**src/rtl/i2c_write_if.sv**
```systemverilog
// Bundle between the codec configuration sequencer, the I2C write master and the SDA/SCL pad cells.
// Handshake: start is a request that is taken only while busy=0 and done=0. busy rises the cycle after the take.
// done pulses for one cycle when the frame ends. A start seen while busy or during done is dropped and must be re-raised.
interface i2c_write_if #(
  parameter int DATA_BYTES = 2
);
  logic                    start;
  logic [6:0]              dev_addr;
  logic [8*DATA_BYTES-1:0] wr_data;
  logic                    sda_in;
  logic                    sda_out;
  logic                    scl_out;
  logic                    busy;
  logic                    done;
  logic                    ack_err;
  logic [2:0]              fsm_state;

  modport master (
    input  start, dev_addr, wr_data, sda_in,
    output sda_out, scl_out, busy, done, ack_err, fsm_state
  );

  modport slave (
    output start, dev_addr, wr_data, sda_in,
    input  sda_out, scl_out, busy, done, ack_err, fsm_state
  );
endinterface

```
**src/rtl/i2c_write_master.sv**
```systemverilog
// Single-master I2C write engine: START, address byte (write), DATA_BYTES payload bytes, STOP.
// Each START/BIT/ACK/STOP symbol is four quarters of CLK_DIV clocks; the pad drives are decoded from registers.
module i2c_write_master #(
  parameter int CLK_DIV    = 250,
  parameter int DATA_BYTES = 2
) (
  input  logic clk,
  input  logic rst,
  i2c_write_if.master bus
);
  localparam int FW  = 8 * (DATA_BYTES + 1);
  localparam int DW  = $clog2(CLK_DIV);
  localparam int BCW = (DATA_BYTES > 0) ? $clog2(DATA_BYTES + 1) : 1;

  typedef enum logic [2:0] {
    S_IDLE  = 3'd0,
    S_START = 3'd1,
    S_BIT   = 3'd2,
    S_ACK   = 3'd3,
    S_STOP  = 3'd4,
    S_DONE  = 3'd5
  } state_t;

  state_t         state, state_nx;
  logic [DW-1:0]  div;
  logic [1:0]     qtr;
  logic [2:0]     bit_cnt;
  logic [BCW-1:0] byte_cnt;
  logic [FW-1:0]  shreg;
  logic           ack_err_q;
  logic           sda_meta, sda_sync;
  logic           tick, q_end, accept, active, last_byte;
  logic           sda_drv, scl_drv;

  assign tick      = (div == DW'(CLK_DIV - 1));
  assign q_end     = tick && (qtr == 2'd3);
  assign accept    = (state == S_IDLE) && bus.start;
  assign active    = (state == S_START) || (state == S_BIT) ||
                     (state == S_ACK)   || (state == S_STOP);
  assign last_byte = (byte_cnt == BCW'(DATA_BYTES));

  always_ff @(posedge clk) begin
    if (rst) begin
      state     <= S_IDLE;
      div       <= '0;
      qtr       <= '0;
      bit_cnt   <= '0;
      byte_cnt  <= '0;
      shreg     <= '0;
      ack_err_q <= 1'b0;
      sda_meta  <= 1'b1;
      sda_sync  <= 1'b1;
    end else begin
      state    <= state_nx;
      sda_meta <= bus.sda_in;
      sda_sync <= sda_meta;
      if (accept) begin
        div       <= '0;
        qtr       <= '0;
        bit_cnt   <= '0;
        byte_cnt  <= '0;
        shreg     <= {bus.dev_addr, 1'b0, bus.wr_data};
        ack_err_q <= 1'b0;
      end else if (active) begin
        div <= tick ? '0 : div + DW'(1);
        if (tick) qtr <= qtr + 2'd1;
        if (q_end && (state == S_BIT)) begin
          shreg   <= shreg << 1;
          bit_cnt <= bit_cnt + 3'd1;
        end
        // A NACK leaves byte_cnt alone; the FSM heads to STOP regardless.
        if (q_end && (state == S_ACK)) begin
          if (sda_sync) ack_err_q <= 1'b1;
          else          byte_cnt  <= byte_cnt + BCW'(1);
        end
      end else begin
        div <= '0;
        qtr <= '0;
      end
    end
  end

  always_comb begin
    state_nx = state;
    case (state)
      S_IDLE:  if (bus.start) state_nx = S_START;
      S_START: if (q_end) state_nx = S_BIT;
      S_BIT:   if (q_end && (bit_cnt == 3'd7)) state_nx = S_ACK;
      S_ACK: begin
        if (q_end) begin
          if (sda_sync || last_byte) state_nx = S_STOP;
          else                       state_nx = S_BIT;
        end
      end
      S_STOP:  if (q_end) state_nx = S_DONE;
      S_DONE:  state_nx = S_IDLE;
      default: state_nx = S_IDLE;
    endcase
  end

  // Bit value is presented from Q0 and held through the SCL-high half so SDA never moves under a high SCL.
  always_comb begin
    sda_drv = 1'b1;
    scl_drv = 1'b1;
    case (state)
      S_START: begin
        sda_drv = (qtr == 2'd0);
        scl_drv = (qtr != 2'd3);
      end
      S_BIT: begin
        sda_drv = shreg[FW-1];
        scl_drv = qtr[1];
      end
      S_ACK: begin
        sda_drv = 1'b1;
        scl_drv = qtr[1];
      end
      S_STOP: begin
        sda_drv = (qtr == 2'd3);
        scl_drv = (qtr != 2'd0);
      end
      default: begin
        sda_drv = 1'b1;
        scl_drv = 1'b1;
      end
    endcase
  end

  assign bus.sda_out   = sda_drv;
  assign bus.scl_out   = scl_drv;
  assign bus.busy      = active;
  assign bus.done      = (state == S_DONE);
  assign bus.ack_err   = ack_err_q;
  assign bus.fsm_state = state;
endmodule

```
**src/flat_wrapper.sv**
```systemverilog
// flat-port wrapper written by rule: the top's interface ports become plain ports
module i2c_write_master_flat 
#(
  parameter int CLK_DIV    = 250,
  parameter int DATA_BYTES = 2
)
  (clk, rst, bus_start, bus_dev_addr, bus_wr_data, bus_sda_in, bus_sda_out, bus_scl_out, bus_busy, bus_done, bus_ack_err, bus_fsm_state);
  i2c_write_if #(.DATA_BYTES(DATA_BYTES)) bus_i ();
  input  logic clk;
  input  logic rst;
  input wire logic [$bits(bus_i.start)-1:0] bus_start;
  input wire logic [$bits(bus_i.dev_addr)-1:0] bus_dev_addr;
  input wire logic [$bits(bus_i.wr_data)-1:0] bus_wr_data;
  input wire logic [$bits(bus_i.sda_in)-1:0] bus_sda_in;
  output wire logic [$bits(bus_i.sda_out)-1:0] bus_sda_out;
  output wire logic [$bits(bus_i.scl_out)-1:0] bus_scl_out;
  output wire logic [$bits(bus_i.busy)-1:0] bus_busy;
  output wire logic [$bits(bus_i.done)-1:0] bus_done;
  output wire logic [$bits(bus_i.ack_err)-1:0] bus_ack_err;
  output wire logic [$bits(bus_i.fsm_state)-1:0] bus_fsm_state;
  assign bus_i.start = bus_start;
  assign bus_i.dev_addr = bus_dev_addr;
  assign bus_i.wr_data = bus_wr_data;
  assign bus_i.sda_in = bus_sda_in;
  assign bus_sda_out = bus_i.sda_out;
  assign bus_scl_out = bus_i.scl_out;
  assign bus_busy = bus_i.busy;
  assign bus_done = bus_i.done;
  assign bus_ack_err = bus_i.ack_err;
  assign bus_fsm_state = bus_i.fsm_state;
  i2c_write_master #(.CLK_DIV(CLK_DIV), .DATA_BYTES(DATA_BYTES)) u_core (.clk(clk), .rst(rst), .bus(bus_i));
endmodule
```
**config.mk**
```make
export PLATFORM = sky130hd
export DESIGN_NAME = i2c_write_master_flat
export DESIGN_NICKNAME = d
export VERILOG_FILES = /design/src/rtl/i2c_write_if.sv /design/src/rtl/i2c_write_master.sv /design/src/flat_wrapper.sv
export SDC_FILE = /design/constraint.sdc
export NUM_CORES = 1
export LEC_CHECK = 0
export CAP_MARGIN = 15
export CORE_MARGIN = 4
export CORE_UTILIZATION = 50
export CTS_BUF_LIST = sky130_fd_sc_hd__clkbuf_4 sky130_fd_sc_hd__clkbuf_8
export DETAILED_ROUTE_END_ITERATION = 8
export GPL_TIMING_DRIVEN = 0
export PLACE_DENSITY = 0.76
export RECOVER_POWER = 50
export SYNTH_ARGS = -nofsm -noshare
export SYNTH_HDL_FRONTEND = slang
export SYNTH_SLANG_ARGS = --single-unit
```
**constraint.sdc**
```tcl
create_clock -name clk -period 2.5 [get_ports clk]
set_clock_uncertainty 0.15 [all_clocks]
set_input_delay 0.625 -clock clk [delete_from_list [all_inputs] [get_ports clk]]
set_output_delay 0.625 -clock clk [all_outputs]
set_load 0.005 [all_outputs]
```
* Word level (Yosys, flattened, before mapping) *
Cells that the tools add are included.
Widths: inputs -> output; s select.

storage, ports and cells
  input bits = 27
  bits in registers = 45
  output and inout bits = 8
  logic and storage cells = 66

cells by class
  equal/unequal tests = 15
  add/sub/neg operators = 4
  bitwise operators = 2
  reduce and logical (&&, ||, !) cells = 23
  mux-type cells = 12

operator list
  kind                 number
  $mux 24              3
  $mux 3               6
  $pmux 3 s5           1
  $eq 3x3->1 const B   3
  $add 8x1->8 const B  1
  $eq 8x8->1 const B   1
  $eq 3x2->1 const B   2
  $ne 2x1->1 const B   3
  $ne 2x2->1 const B   3
  $pmux 1 s3           2
  $reduce_and 3->1     2
  $reduce_bool 2->1    3
  $logic_and 1x1->1    5
  $reduce_and 5->1     1
  $add 2x1->2 const B  2
  $eq 2x2->1 const B   2
  $logic_or 1x1->1     4
  $reduce_and 2->1     2
  $reduce_or 2->1      2
  $reduce_or 4->1      1
  $add 3x1->3 const B  1
  $eq 3x1->1 const B   1
  $logic_not 3->1      1
  $reduce_or 3->1      1
  2 further kinds      3

* Logic depth before layout (Yosys ltp) *
Gate-level depths: netlist of the first run.

  depth after elaboration = 6
  depth in mapped cells = 7
  depth with buffers taken out = 6

* Least setup slack after synthesis of the first run *
No wires, ideal clock.

  kind = register to register
  start = register u_core.div[0]
  end = register u_core.bit_cnt[1]
  setup slack = 0.649 ns
  required time = 2.229 ns
  stages on the path, launching flop included = 7
  arrival time = 1.580 ns
  buffers on the path = 1
  clock period less this slack = 1.851 ns
  setup time = 0.121 ns
  cells stage by stage = dfxtp_1 ha_1 nand3b_2 nor4_4 buf_4 mux2i_1 nor2_1

between the ends
  cells in the longest elaborated chain, start to end = 4

ends and longest elaborated chain
  what                               line                    source
  start: declaration                 i2c_write_master.sv:25  logic [DW-1:0] div;
  start signal: assignment           i2c_write_master.sv:65  div <= tick ? '0 : div + DW'(1);
  $eq 8x8->1                         i2c_write_master.sv:35  assign tick = (div == DW'(CLK_DIV - 1));
  $logic_and 1x1->1                  i2c_write_master.sv:36  assign q_end = tick && (qtr == 2'd3);
  $logic_and 1x1->1                  i2c_write_master.sv:67  if (q_end && (state == S_BIT)) begin
  $reduce_and 2->1 (no source line)  --
  end signal: assignment             i2c_write_master.sv:69  bit_cnt <= bit_cnt + 3'd1;
  end: declaration                   i2c_write_master.sv:27  logic [2:0] bit_cnt;

Every way passes these cells.
A chain may end at the register's enable or synchronous reset.

* Final worst setup path of the first run *
  start = register u_core.state[0], in the netlist u_core.bus.fsm_state[0]
  end = output bus_done

between the ends
  cells in the longest elaborated chain, start to end = 1

ends and longest elaborated chain
  what                      line                     source
  start: declaration        i2c_write_master.sv:24   state_t state, state_nx;
  start signal: assignment  i2c_write_master.sv:54   state <= state_nx;
  $eq 3x3->1                i2c_write_master.sv:132  assign bus.done = (state == S_DONE);
  end: declaration          flat_wrapper.sv:18       output wire logic [$bits(bus_i.done)-1:0] bus_done;

Every way passes these cells.

==> impl_metrics.py, run 1 <==
metrics = {
    "worst_setup_path": {
        "crit_chain": "clkbuf_4, nor3b_1, clkdlybuf4s50_1",
        "worst-path-buf-inv": 2,
        "cp.arrival_ns": 1.57,
        "worstSetupEndpointType": "output pin",
        "slowest_stage": "clkdlybuf4s50_1",
        "critical_path.max_stage_delay_ns": 0.53,
        "start_kind": "flop",
        "crit_family": "buffers and inverters",
        "path_max_fanout": 10,
        "worst-setup-path-type": "reg -> out",
        "cp.required_ns": 1.73,
    },
    "placement": {
        "port_buffers": 34,
        "hpwlAfterDp_um": 3195,
        "gp_congestion": 0.7616,
        "post-place-ws_ns": 0.08766,
    },
    "synthesis": {
        "synth.distinct_cells": 36,
        "synth_top_cell_by_area": "dfxtp_1",
        "syn_nets": 240,
        "synth_most_common_cell": "dfxtp_1",
        "synth-async-reset-ratio": 0,
        "synth_warnings": 0,
        "syn_area_um2": 2042,
        "synth_area_leaders": "dfxtp_1 (44%), a222oi_1 (10%), o2bb2ai_1 (9.0%)",
        "synth_commonest_cells": "dfxtp_1 (45), nor2_1 (23), a222oi_1 (21), o2bb2ai_1 (21), clkbuf_1 (12)",
        "synth-seq-cells": 45,
        "netlist_instances": 206,
        "ys_seq_area_frac": 0.4412,
        "synth_edf_count": 0,
        "synth.avg_cell_area_um2": 9.912,
        "synthFlopType": "dfxtp_1",
        "synth_top_cell_area_share": 0.4412,
    },
    "timing": {
        "final-setup-viol-count": 0,
        "tightest_slew_ns": 0.5534,
        "finalHoldViolations": 0,
        "setup_tns_ns": 0,
        "fin_crit_ns": 2.347,
        "worst_hold_slack_ns": 0.2706,
        "rsz0062_at_grt": "false",
        "max_freq_ghz": 0.4261,
        "slew_viol_final": 0,
        "max_slew_margin": 0.6277,
        "fin_crit_sh": 0.9388,
        "worst_slack_ns": 0.1530,
    },
    "grt": {
        "grt-ovfl-total": 0,
        "grt_usage": 0.1869,
        "first_global_vias": 1551,
        "grt_pass1_wl_um": 7631,
        "antenna_found_initial": 0,
        "grt_max_degree": 14,
    },
    "pwr": {
        "p_leak_nw": 0.8937,
        "power_mw": 1.500,
        "pwr_density_cell_nw_per_um2": 575.9,
        "p_seq_frac": 0.513,
        "swShare": 0.2231,
        "internal_power_mw": 1.166,
        "p_comb_frac": 0.102,
        "power.switching_uw": 334.7,
        "ir_drop_mv": 0.3964,
        "p_clk_frac": 0.385,
    },
    "clocking": {
        "cts_buffers": 5,
        "htreeDepth": 2,
        "insertion_delay_ns": 0.30,
        "clockBufferDepth": 2,
        "tritoncts": "done",
        "ctsRootBufferMaster": "clkbuf_8",
        "clkTransAtPathRegs_ns": 0.08,
        "cts.sinks": 45,
    },
    "die": {
        "std_cell_rows": 22,
        "die_y_um": 71.91,
        "die_x_um": 71.91,
        "ioPinCount": 35,
        "die-area_um2": 5170,
        "coreArea_um2": 3799,
        "initial_utilization": 0.5375,
    },
    "run_status": {
        "status": "completed",
    },
    "run": {
        "timing.max_cap.violations": 0,
    },
    "route": {
        "drc": 0,
        "drt_iter0_drc": 186,
        "dr.pass1.iters": 8,
        "wire_per_inst_um": 15.70,
        "vias": 1770,
        "routed_wl_um": 4647,
        "vias_per_cell": 5.980,
        "ant_nets": 0,
    },
    "worst_hold_path": {
        "hp-class": "reg -> reg",
    },
    "final_layout": {
        "drive_gt1_frac": 0.1048,
        "fin_util": 0.6858,
        "nets": 281,
        "n_antenna_cell": 0,
        "syn2layout_area_growth_pct": 27.57,
    },
}
per-layer routing:
metal | vias up | GRT usage | share of wire
met2 | 47 | 0.2724 | 0.44
met5 | - | 0 | 0
li1 | 879 | - | -
met3 | 6 | 0.05402 | 0.063
met4 | 0 | 0.05010 | 0.012
met1 | 838 | 0.2696 | 0.48
cell usage in the layout (no fill, tap or decap), types with 3 or more instances in the layout:
cell	Yosys	routed
inv_1	6	6
mux2i_1	5	5
clkbuf_1	12	10
nand2b_1	3	3
xor2_1	3	3
or2_2	3	3
o2bb2ai_1	21	21
dfxtp_1	45	42
nand3_1	4	4
dlygate4sd3_1	0	4
nor3_1	4	4
a222oi_1	21	21
ha_1	7	7
clkdlybuf4s50_1	0	27
nor2_1	23	22
nand2_1	7	7
xnor2_1	7	6
a21oi_1	7	7
clkbuf_8	0	7
final timing paths:
| path | startpoint | endpoint | slack (ns) | cells after the start |
|---|---|---|---|---|
| hold reg to reg | u_core.sda_meta | u_core.sda_sync | 0.27 | 1 |
| setup / recovery | u_core.bus.fsm_state[0] | bus_done | 0.15 | 3 |
| hold / removal | u_core.sda_meta | u_core.sda_sync | 0.27 | 1 |
| setup reg to reg | u_core.div[0] | u_core.shreg[6] | 0.28 | 6 |
power groups by stage:
stage | Clock, mW | Combinational (mW) | Sequential (mW)
5_1_grt | 0.624 | 0.167 | 0.773
2_1_floorplan | 0 | 0.0834 | 0.780
3_5_place_dp | 0 | 0.150 | 0.786
4_1_cts | 0.580 | 0.153 | 0.769
3_3_place_gp | 0 | 0.149 | 0.785
6_report | 0.578 | 0.153 | 0.769
flip-flops by register name (all words and copies together) (netlist names):
| signal | cells |
|---|---|
| u_core.sda_meta | 1 |
| u_core.qtr | 2 |
| u_core.bit_cnt | 3 |
| u_core.bus.ack_err | 1 |
| u_core.div | 8 |
| u_core.bus.fsm_state | 3 |
| u_core.shreg | 24 |
| u_core.sda_sync | 1 |
| u_core.byte_cnt | 2 |
cells by family (layout without fill, tap and decap cells):
| group | count (synthesis) | in the layout | share of synthesized area |
|---|---|---|---|
| flip-flops | 45 | 45 | 0.4412 |
| XOR/XNOR | 10 | 10 | 0.04290 |
| multiplexers | 5 | 5 | 0.02451 |
| adder cells (fa/ha/maj) | 7 | 7 | 0.04289 |
| AO/OA/AOI/OAI | 59 | 59 | 0.2463 |
| buffers and inverters | 22 | 64 | 0.04350 |
| AND/OR/NAND/NOR | 58 | 58 | 0.1587 |
per-stage QoR:
step	cell area (um^2)	instances
3_3_place_gp	2442	288
3_5_place_dp	2442	288
4_1_cts	2591	296
5_1_grt	2605	296
6_report	2605	296
2_1_floorplan	2042	206
timing repair:
item | 4_1_cts | 5_1_grt
buffers inserted | 1 | 0
endpoints found under the setup margin | 4 | 2
hold buffers | 0 | 0
resized for setup | 12 | 4
pin swaps | 0 | 1
worst reg2reg max path, cell delays in order, from the launching register on:
cell and delay [ns]:
dfxtp_1 0.40, ha_1 0.19, nand3b_2 0.20, nor4_4 0.59, buf_2 0.33, a222oi_1 0.10
o2bb2ai_1 0.19
cell type report:
class                      instances  area [um^2]
fill                             319         1194
multi-input combinational        139         1072
sequential                        45        907.1
timing repair buffer              35        347.8
clock buffer                       7        90.09
buffer                            15        75.07
tap                               48        60.06
clock inverter                     1        30.03
inverter                           6        22.52
Power figures use the tool's default switching activity.
==> run 2, diff against run 1 <==
- CAP_MARGIN: 15 -> 20
- CORE_MARGIN: 4 -> 1.5
==> run 2 against run 1 <==
Clock power rose by 1%. Fmax fell by 0.84%. Worst setup slack got worse by 0.020 ns. Sequential share of layout area fell by 0.067 points. Critical path depth did not move. Clock-buffer cell count did not move. Wire length rose by 1.3%. Worst hold slack got worse by 0.0077 ns. Utilization fell by 2.9 points. First-iteration DRC count rose by 9.1%. Die area fell by 13%. Non-clock buffer count did not move. Critical path type unchanged. Largest cell class unchanged. Largest power group unchanged.
==> impl_metrics.py, run 2 (same netlist as run 1, synthesis figures left out) <==
metrics = {
    "pwr": {
        "p_leak_nw": 0.8904,
        "ir_drop_mv": 0.3698,
        "pwr_density_cell_nw_per_um2": 577.3,
    },
    "final_layout": {
        "top_regs": "u_core.shreg (24), u_core.div (8)",
        "nets": 281,
        "instances_no_fill": 298,
        "register_area_um2": 907.1,
        "top_register": "u_core.shreg",
        "nFillCells": 343,
        "syn2layout_area_growth_pct": 27.82,
        "multiInputGateArea_um2": 1071,
        "mostFrequentLayoutCells": "dfxtp_1 (42), clkdlybuf4s50_1 (27), nor2_1 (22)",
        "n_antenna_cell": 0,
        "fin_util": 0.6572,
        "largest_register_ffs": 24,
        "drive_gt1_frac": 0.1048,
        "final_common_cell": "dfxtp_1",
    },
    "worst_setup_path": {
        "reg2reg_slack_ns": 0.26,
        "crit_cells": 3,
        "worstSetupEndpoint": "bus_done",
        "start_kind": "flop",
        "crit_chain": "clkbuf_8, nor3b_1, clkdlybuf4s50_1",
        "r2r_cells": 6,
        "path_max_fanout": 10,
        "worstSetupEndpointType": "output pin",
        "r2r_start": "u_core.div[0]",
        "crit_family": "buffers and inverters",
        "r2r-end": "u_core.shreg[10]",
        "worst-path-buf-inv": 2,
        "cp.arrival_ns": 1.59,
        "slowest_stage": "clkdlybuf4s50_1",
        "worst-setup-path-type": "reg -> out",
        "cp.required_ns": 1.73,
        "worstSetupStartpoint": "u_core.bus.fsm_state[1]",
        "critical_path.max_stage_delay_ns": 0.53,
    },
    "route": {
        "routed_wl_um": 4707,
        "vias": 1772,
        "vias_per_cell": 5.946,
        "drt_iter0_drc": 203,
        "ant_nets": 0,
        "dr.pass1.iters": 6,
        "drc": 0,
        "wire_per_inst_um": 15.80,
    },
    "timing": {
        "tightest_slew_ns": 0.5835,
        "max_slew_margin": 0.6074,
        "slew_viol_final": 0,
        "max_freq_ghz": 0.4225,
        "finalHoldViolations": 0,
        "setup_tns_ns": 0,
        "rsz0062_at_grt": "false",
        "final-setup-viol-count": 0,
        "fin_crit_sh": 0.9468,
        "fin_crit_ns": 2.367,
    },
    "clocking": {
        "cts_hold_buffers": 0,
        "cts.sinks": 45,
        "tritoncts": "done",
        "htreeDepth": 2,
        "ctsRootBufferMaster": "clkbuf_8",
        "clkTransAtPathRegs_ns": 0.08,
        "insertion_delay_ns": 0.30,
        "clockBufferDepth": 2,
        "cts_buffers": 5,
    },
    "placement": {
        "gp_congestion": 0.8005,
        "dp.cells": 290,
        "port_buffers": 34,
        "hpwlAfterDp_um": 3179,
    },
    "die": {
        "die_x_um": 66.91,
        "std_cell_rows": 23,
        "die_y_um": 66.91,
        "coreArea_um2": 3971,
        "initial_utilization": 0.5142,
        "die-area_um2": 4476,
        "ioPinCount": 35,
    },
    "grt": {
        "first_global_vias": 1647,
        "grt_pass1_wl_um": 7569,
        "antenna_found_initial": 0,
        "grt_max_degree": 14,
        "grt_usage": 0.2223,
        "grt-ovfl-total": 0,
    },
    "run": {
        "timing.max_cap.violations": 0,
    },
    "run_status": {
        "status": "completed",
    },
    "worst_hold_path": {
        "hp-class": "reg -> reg",
    },
}
run 2: cell count changes in the layout (fill, tap and decap cells not counted), sizes merged:
cell          previous run  this run
dlymetal6s2s             1         2
dlygate4sd2              2         1
buf                      4         5
clkbuf                  19        18
run 2: stage by stage:
step / power, mW / instance area, um^2 / hold WS [ns] / setup WS (ns)
floorplan: 0.8638 / 2042 / 0.2395 / 0.6494
global placement: 0.9337 / 2445 / 0.2449 / 0.1294
detailed placement: 0.9365 / 2445 / 0.2423 / 0.1245
CTS: 1.511 / 2600 / 0.2618 / 0.02125
global route: 1.560 / 2610 / 0.2888 / 0.02035
finish: 1.507 / 2610 / 0.2629 / 0.1330
run 2: what timing repair did:
action                     in CTS  in global routing
setup buffers                   1                  0
setup endpoints to repair       4                  2
resized for setup              13                  5
pin swaps                       0                  1
gates cloned                    0                  0
run 2: final cells by class:
class / instances / share of cell area
Sequential cell: 45 / 0.3476
Inverter: 6 / 0.008629
Multi-Input combinational cell: 139 / 0.4104
Buffer: 15 / 0.02876
Tap cell: 50 / 0.02397
Timing Repair Buffer: 35 / 0.1347
Clock buffer: 7 / 0.03452
Clock inverter: 1 / 0.01151
run 2: metal layers:
layer,routed length (um),up-vias,share of wire,track usage
met3,197,7,0.042,0.05068
met5,0,-,0,0
met2,2112,43,0.45,0.3450
met4,78,0,0.017,0.07908
li1,-,877,-,-
met1,2318,845,0.49,0.3013
run 2: worst min-delay path by stage:
stage,start,end,depth (start not counted),slack [ns]
floorplan,u_core.sda_meta,u_core.sda_sync,1,0.24
CTS,u_core.sda_meta,u_core.sda_sync,1,0.26
global route,u_core.sda_meta,u_core.sda_sync,1,0.29
global placement,u_core.sda_meta,u_core.sda_sync,1,0.24
finish,u_core.sda_meta,u_core.sda_sync,1,0.26
detailed placement,u_core.sda_meta,u_core.sda_sync,1,0.24
run 2: power by group:
part | switching, mW | total [mW] | internal [mW]
Clock | 0.247 | 0.584 | 0.337
Combinational | 0.0703 | 0.153 | 0.0829
Sequential | 0.0239 | 0.770 | 0.746
run 2: worst reg2reg max path, stage by stage (launching register included):
cell and delay [ns]:
dfxtp_1 0.39, ha_1 0.17, nand3b_1 0.26, nor4_4 0.62, buf_2 0.33, a222oi_1 0.11
o2bb2ai_1 0.16
==> patch 1, RTL diff (flow settings as in run 1) <==
`DATA_BYTES` is set to 2 in 3 places; all go to 1.
--- a/src/rtl/i2c_write_if.sv
+++ b/src/rtl/i2c_write_if.sv
@@ -3,5 +3,5 @@
 // done pulses for one cycle when the frame ends. A start seen while busy or during done is dropped and must be re-raised.
 interface i2c_write_if #(
-  parameter int DATA_BYTES = 2
+  parameter int DATA_BYTES = 1
 );
   logic                    start;
--- a/src/rtl/i2c_write_master.sv
+++ b/src/rtl/i2c_write_master.sv
@@ -3,5 +3,5 @@
 module i2c_write_master #(
   parameter int CLK_DIV    = 250,
-  parameter int DATA_BYTES = 2
+  parameter int DATA_BYTES = 1
 ) (
   input  logic clk,
--- a/src/flat_wrapper.sv
+++ b/src/flat_wrapper.sv
@@ -3,5 +3,5 @@
 #(
   parameter int CLK_DIV    = 250,
-  parameter int DATA_BYTES = 2
+  parameter int DATA_BYTES = 1
 )
   (clk, rst, bus_start, bus_dev_addr, bus_wr_data, bus_sda_in, bus_sda_out, bus_scl_out, bus_busy, bus_done, bus_ack_err, bus_fsm_state);
Interface: changed (resized bus_wr_data); port bits go from 35 to 27. No check against the original RTL was run, so the function may have changed too.
==> patch 1 against run 1 <==
Synthesized area decreased by 13%; utilization decreased by 3.5 points; design area decreased by 15%; setup slack got worse by 0.042 ns; sequential cell count decreased by 9; cell count decreased by 6.4%; critical path type unchanged; largest cell class unchanged; wire length decreased by 19%; critical endpoint unchanged.
Power is not compared: it rests on default switching activity, and its combinational part moved more than twofold at a synthesized area within 25%.
==> patch 1: results (changes against run 1) <==
INFO  outcome        run_status=finished clean
INFO  yosys          postSynth.topFlopCell=dfxtp_1
INFO  place          place.detailed.hpwl=2790µm [-13%]
INFO  global_route   antenna_found_initial=0 [unchanged]
INFO  pwr            switching_power_as_a_share_of_total_power=0.341
INFO  clocking       clock_latency=0.33ns [+0.03 ns]
INFO  global_route   grt_use_total=0.182 [-0.00476]
INFO  critical_path  arrival=1.61ns [+0.04 ns]
INFO  worst_hold_path timing.hold.worst.class=reg -> reg
INFO  global_route   pin_count_of_the_biggest_net_entering_global_routing=12 [-2]
INFO  yosys          yosys.cell_types.count=45 [+25%]
INFO  detailed_routing routed_wl=3770µm [-19%]
INFO  global_route   gr-usage-met2=0.279 [+0.00702]
INFO  cells_and_area reg_top3=u_core.shreg x16, u_core.div x8
INFO  cells_and_area fin_nets=255 [-9.3%]
INFO  yosys          netlist_top_cells_area=dfxtp_1 (41%), nor2_1 (5.1%), ha_1 (4.2%), nand2_1 (4.0%), nand3_2 (3.9%)
INFO  clocking       clockRootBuffer=clkbuf_4
INFO  detailed_routing initialDrtViolationCount=140 [-25%]
INFO  critical_path  cp_max_fo=10 [unchanged]
INFO  global_route   gr-usage-met3=0.0499 [-0.00410]
INFO  timing         tightest_slew=0.647ns [+0.0936 ns]
INFO  cells_and_area drive_above_1_share=0.216 [+0.112]
INFO  yosys          most_common_library_cells_after_synthesis=dfxtp_1 (36), nor2_1 (24), nand2_1 (19), a22oi_1 (9)
INFO  clocking       cts_inserted_buffers=5 [unchanged]
INFO  global_route   wire_length_of_the_first_global_routing_pass=6260µm [-18%]
INFO  critical_path  timing.critical_path.slowest_cell_delay=0.49ns [-0.04 ns]
INFO  yosys          synth_async_sr_flop_share=0 [unchanged]
INFO  cells_and_area fillers=291 [-8.8%]
INFO  pwr            ir_worst_vdd=0.393mV
INFO  global_route   first_global_vias=1378 [-11%]
INFO  place          place_congestion=0.873 [+15%]
INFO  cells_and_area antenna_cells_inserted=0 [unchanged]
INFO  critical_path  critPathSlowestCell=clkdlybuf4s50_1
INFO  clocking       clk_pin_slew_worst_paths=0.10ns [+0.02 ns]
INFO  detailed_routing firstDrtPassIters=4 [-4]
INFO  yosys          portion_of_the_post_synthesis_area_used_by_sequential_elements=0.406 [-0.0355]
INFO  detailed_routing detailroute.via_count=1480 [-16%]
INFO  yosys          synthesis.nets=220 [-8.3%]
INFO  clocking       clockBufferDepth=2 [unchanged]
INFO  place          port_buffers=26 [-24%]
INFO  critical_path  ff2ff_setup_slack=0.40ns [+0.12 ns]
INFO  pwr            power.leakage=0.793nW
INFO  global_route   gr-usage-met1=0.237 [-0.0328]
INFO  yosys          synthesis.yosys.warnings=0 [unchanged]
INFO  clocking       cts.htree.levels=2 [unchanged]
## patch 1: changes by cell type after synthesis, moves of 9 or more
cell / delta
dfxtp_1: -9
o2bb2ai_1: -21
nand2_1: +12
a222oi_1: -21
a22oi_1: +9
## patch 1: layer usage
layer / part of all wire / up-vias
li1: - / 753
met4: 0.019 / 0
met5: 0 / -
met1: 0.47 / 685
met2: 0.47 / 34
met3: 0.041 / 8
## patch 1: layout make-up
cell class,instances,area [µm²],share of cell area
plain buffers,12,86.3,0.0391
flip-flops and latches,36,729,0.330
clock buffers,6,51.3,0.0232
repair buffers,28,273,0.124
multi-input cells,141,977,0.443
inverters,6,22.5,0.0102
well taps,46,57.6,0.0261
clock inverters,2,10.0,0.00454
## patch 1: through the flow
step,setup WS [ns],instance area [µm²],instances,power (mW),hold WS [ns]
finish,0.111,2210,277,1.62,0.286
global route,0.0145,2210,277,1.74,0.316
CTS,0.0760,2210,277,1.64,0.287
detailed placement,-0.0327,2090,267,1.28,0.261
global placement,0.000201,2090,267,1.26,0.242
floorplan,0.617,1780,195,1.08,0.239
## patch 1: what timing repair did
| action | in CTS | in global routing |
|---|---|---|
| gates resized for setup | 17 | 2 |
| setup endpoints to repair | 4 | 2 |
| hold buffers | 0 | 0 |
| pin swaps | 2 | 0 |
| setup buffers | 2 | 0 |
| gates cloned | 0 | 0 |
## patch 1: critical path: cells and delay by family (launching register included)
family                 cells  cell delay [ns]
DFF                        1             0.41
buffers and inverters      2             0.71
and+or+nand+nor            1             0.17
## patch 1: power groups by stage
stage / clock, mW / combinational [mW] / sequential [mW]
after CTS: 0.332 / 0.584 / 0.728
after global routing: 0.360 / 0.638 / 0.741
after global placement: 0 / 0.532 / 0.732
final: 0.320 / 0.574 / 0.730
after floorplan: 0 / 0.364 / 0.720
after detailed placement: 0 / 0.544 / 0.737
## patch 1: worst paths after layout
path,cells past startpoint,end,from
setup reg to reg,7,u_core.shreg[11],u_core.div[0]
setup / recovery,3,bus_done,u_core.bus.fsm_state[0]
hold reg to reg,1,u_core.sda_sync,u_core.sda_meta
hold / removal,1,u_core.sda_sync,u_core.sda_meta
## patch 1: cells by family (layout without fill, tap and decap cells)
group,count (synthesis),after routing,synth area share
flip-flops,36,36,0.406
XOR/XNOR,10,10,0.0493
AO/OA/AOI/OAI,42,42,0.176
buffers and inverters,18,54,0.0585
adder cells (fa/ha/maj),6,6,0.0423
AND/OR/NAND/NOR,82,82,0.263
multiplexers,1,1,0.00563
==> patch 2, RTL diff (config.mk and constraints of run 1) <==
Made on the original files. Make the reset (`rst`) asynchronous in one clocked block.
--- a/src/rtl/i2c_write_master.sv
+++ b/src/rtl/i2c_write_master.sv
@@ -40,5 +40,5 @@
   assign last_byte = (byte_cnt == BCW'(DATA_BYTES));
 
-  always_ff @(posedge clk) begin
+  always_ff @(posedge clk or posedge rst) begin
     if (rst) begin
       state     <= S_IDLE;
Formal check against the unedited RTL: differs if rst is asserted again (counterexample within 4 cycles, from zero or initial values and one cycle with rst high); with rst held inactive, the same outputs for 10 cycles.
==> patch 2 against run 1 <==
Setup slack worse by 0.058 ns; wire length is 3.1% lower; sequential cell count stayed put; synthesized area is 6.1% higher; largest cell class is now sequential cells; design area is 5.2% higher; cell count is 13% higher; sequential share of layout area is 6.4 points higher; highest routed layer unchanged.
Power is not compared: it rests on default switching activity, and its combinational part moved more than twofold at a synthesized area within 25%.
==> patch 2: results (changes against run 1) <==
INFO  outcome        run_status=finished clean
INFO  yosys          most_common_library_cells_after_synthesis=nand2_1 (56), dfrtp_1 (43), nor2_1 (42), a31oi_1 (22), clkbuf_1 (11)
INFO  place          placed_cells_incl_taps=327 [+14%]
INFO  global_route   gr-usage-met3=0.0492 [-0.00477]
INFO  place          placedInstanceArea=2590µm² [+6.0%]
INFO  critical_path  ff2ff_setup_slack=0.22ns [-0.06 ns]
INFO  critical_path  cp_max_fo=6 [-4]
INFO  global_route   gr-usage-met1=0.251 [-0.0189]
INFO  global_route   wire_length_of_the_first_global_routing_pass=7600µm [-0.46%]
INFO  critical_path  critPathLaunch=u_core.qtr[0]
INFO  cells_and_area multiInputGateArea=986µm² [-8.1%]
INFO  yosys          synthesis.nets=276 [+15%]
INFO  yosys          yosys.cell_types.count=31 [-14%]
INFO  yosys          synthesized_area_fraction_occupied_by_adder_cells=0.0404 [-0.00248]
INFO  detailed_routing routed_wl=4500µm [-3.1%]
INFO  place          place_congestion=0.832 [+9.3%]
INFO  timing         min_period=2.40ns [+0.0575 ns]
INFO  place          place.detailed.hpwl=3140µm [-1.8%]
INFO  global_route   pin_count_of_the_biggest_net_entering_global_routing=46 [+32]
INFO  critical_path  arrival=1.63ns [+0.06 ns]
INFO  cells_and_area fillers=336 [+5.3%]
INFO  yosys          muxShareOfSynthArea=0.00924 [-0.0153]
INFO  cells_and_area fin_nets=318 [+13%]
INFO  place          dp_worst_setup_slack=-0.0138ns [-0.101 ns]
INFO  yosys          synth-compound-area-share=0.110 [-0.137]
INFO  detailed_routing firstDrtPassIters=5 [-3]
INFO  yosys          synthesis.instances=242 [+17%]
INFO  detailed_routing drt-vias-per-instance=5.27 [-12%]
INFO  yosys          portion_of_the_post_synthesis_area_used_by_sequential_elements=0.521 [+0.0796]
INFO  cells_and_area drive_above_1_share=0.0912 [-0.0136]
INFO  global_route   grt_use_total=0.179 [-0.00813]
INFO  timing         tightest_slew=1.06ns [+0.509 ns]
INFO  critical_path  worst_r2r_startpoint=u_core.div[1]
INFO  detailed_routing initialDrtViolationCount=93 [-50%]
INFO  global_route   gr-usage-met2=0.275 [+0.00216]
INFO  yosys          synth_xor_area_frac=0.0404 [-0.00248]
INFO  global_route   first_global_vias=1673 [+7.9%]
INFO  yosys          netlist_top_cells_area=dfrtp_1 (50%), nand2_1 (9.7%), nor2_1 (7.3%), a31oi_1 (6.4%), ha_1 (4.0%)
INFO  yosys          synth_async_sr_flop_share=1.00 [+1.00]
INFO  critical_path  timing.reg2reg.worst_path_depth=8 [+2]
INFO  worst_hold_path hold_path_startpoint=u_core.sda_meta
INFO  critical_path  setup.worst_path.end=bus_scl_out
==> patch 2: critical path, stage by stage (launching register included) <==
cell and delay (ns):
dfrtp_1 0.43, ha_4 0.20, and3_1 0.18, a31o_2 0.20, o21ai_0 0.17, clkbuf_2 0.15
==> patch 2: how the worst min path moves through the flow <==
stage | endpoint | slack [ns] | depth (start not counted)
2_1_floorplan | u_core.sda_sync | 0.20 | 0
3_3_place_gp | u_core.sda_sync | 0.20 | 0
3_5_place_dp | u_core.sda_sync | 0.20 | 0
4_1_cts | u_core.sda_sync | 0.21 | 0
5_1_grt | u_core.sda_sync | 0.22 | 0
6_report | u_core.sda_sync | 0.21 | 0
==> patch 2: power by group through the flow <==
stage | Clock (mW) | Combinational, mW | Sequential [mW]
after floorplan | 0 | 0.0114 | 0.745
after detailed placement | 0 | 0.0599 | 0.746
after global routing | 0.611 | 0.0606 | 0.731
final | 0.568 | 0.0549 | 0.731
after global placement | 0 | 0.0561 | 0.746
after CTS | 0.581 | 0.0604 | 0.731
==> patch 2: layer usage <==
metal	part of all wire	up-vias
met5	0	-
met3	0.056	2
li1	-	890
met1	0.50	826
met2	0.44	48
met4	0.0053	0
==> patch 2: logic make-up (layout without fill, tap and decap cells) <==
| logic type | after synthesis | in the layout |
|---|---|---|
| AOI/OAI and AO/OA | 38 | 38 |
| xor gates and xnor gates | 10 | 10 |
| adders and majority gates | 7 | 7 |
| buffers and inverters | 22 | 65 |
| DFF | 45 | 45 |
| muxes | 2 | 2 |
| and+or+nand+nor | 118 | 118 |
==> patch 2: what timing repair did <==
action                                  CTS  global route
resized for setup                         7            13
pin swaps                                 0             1
endpoints found under the setup margin    4             4
buffers inserted                          0             1
==> patch 2: final cells by class <==
| cell class | count | share of cell area |
|---|---|---|
| Buffer | 12 | 0.0196 |
| Tap cell | 50 | 0.0228 |
| Multi-Input combinational cell | 175 | 0.360 |
| Clock inverter | 1 | 0.0110 |
| Inverter | 9 | 0.0132 |
| Clock buffer | 7 | 0.0329 |
| Timing Repair Buffer | 36 | 0.129 |
| Sequential cell | 45 | 0.412 |
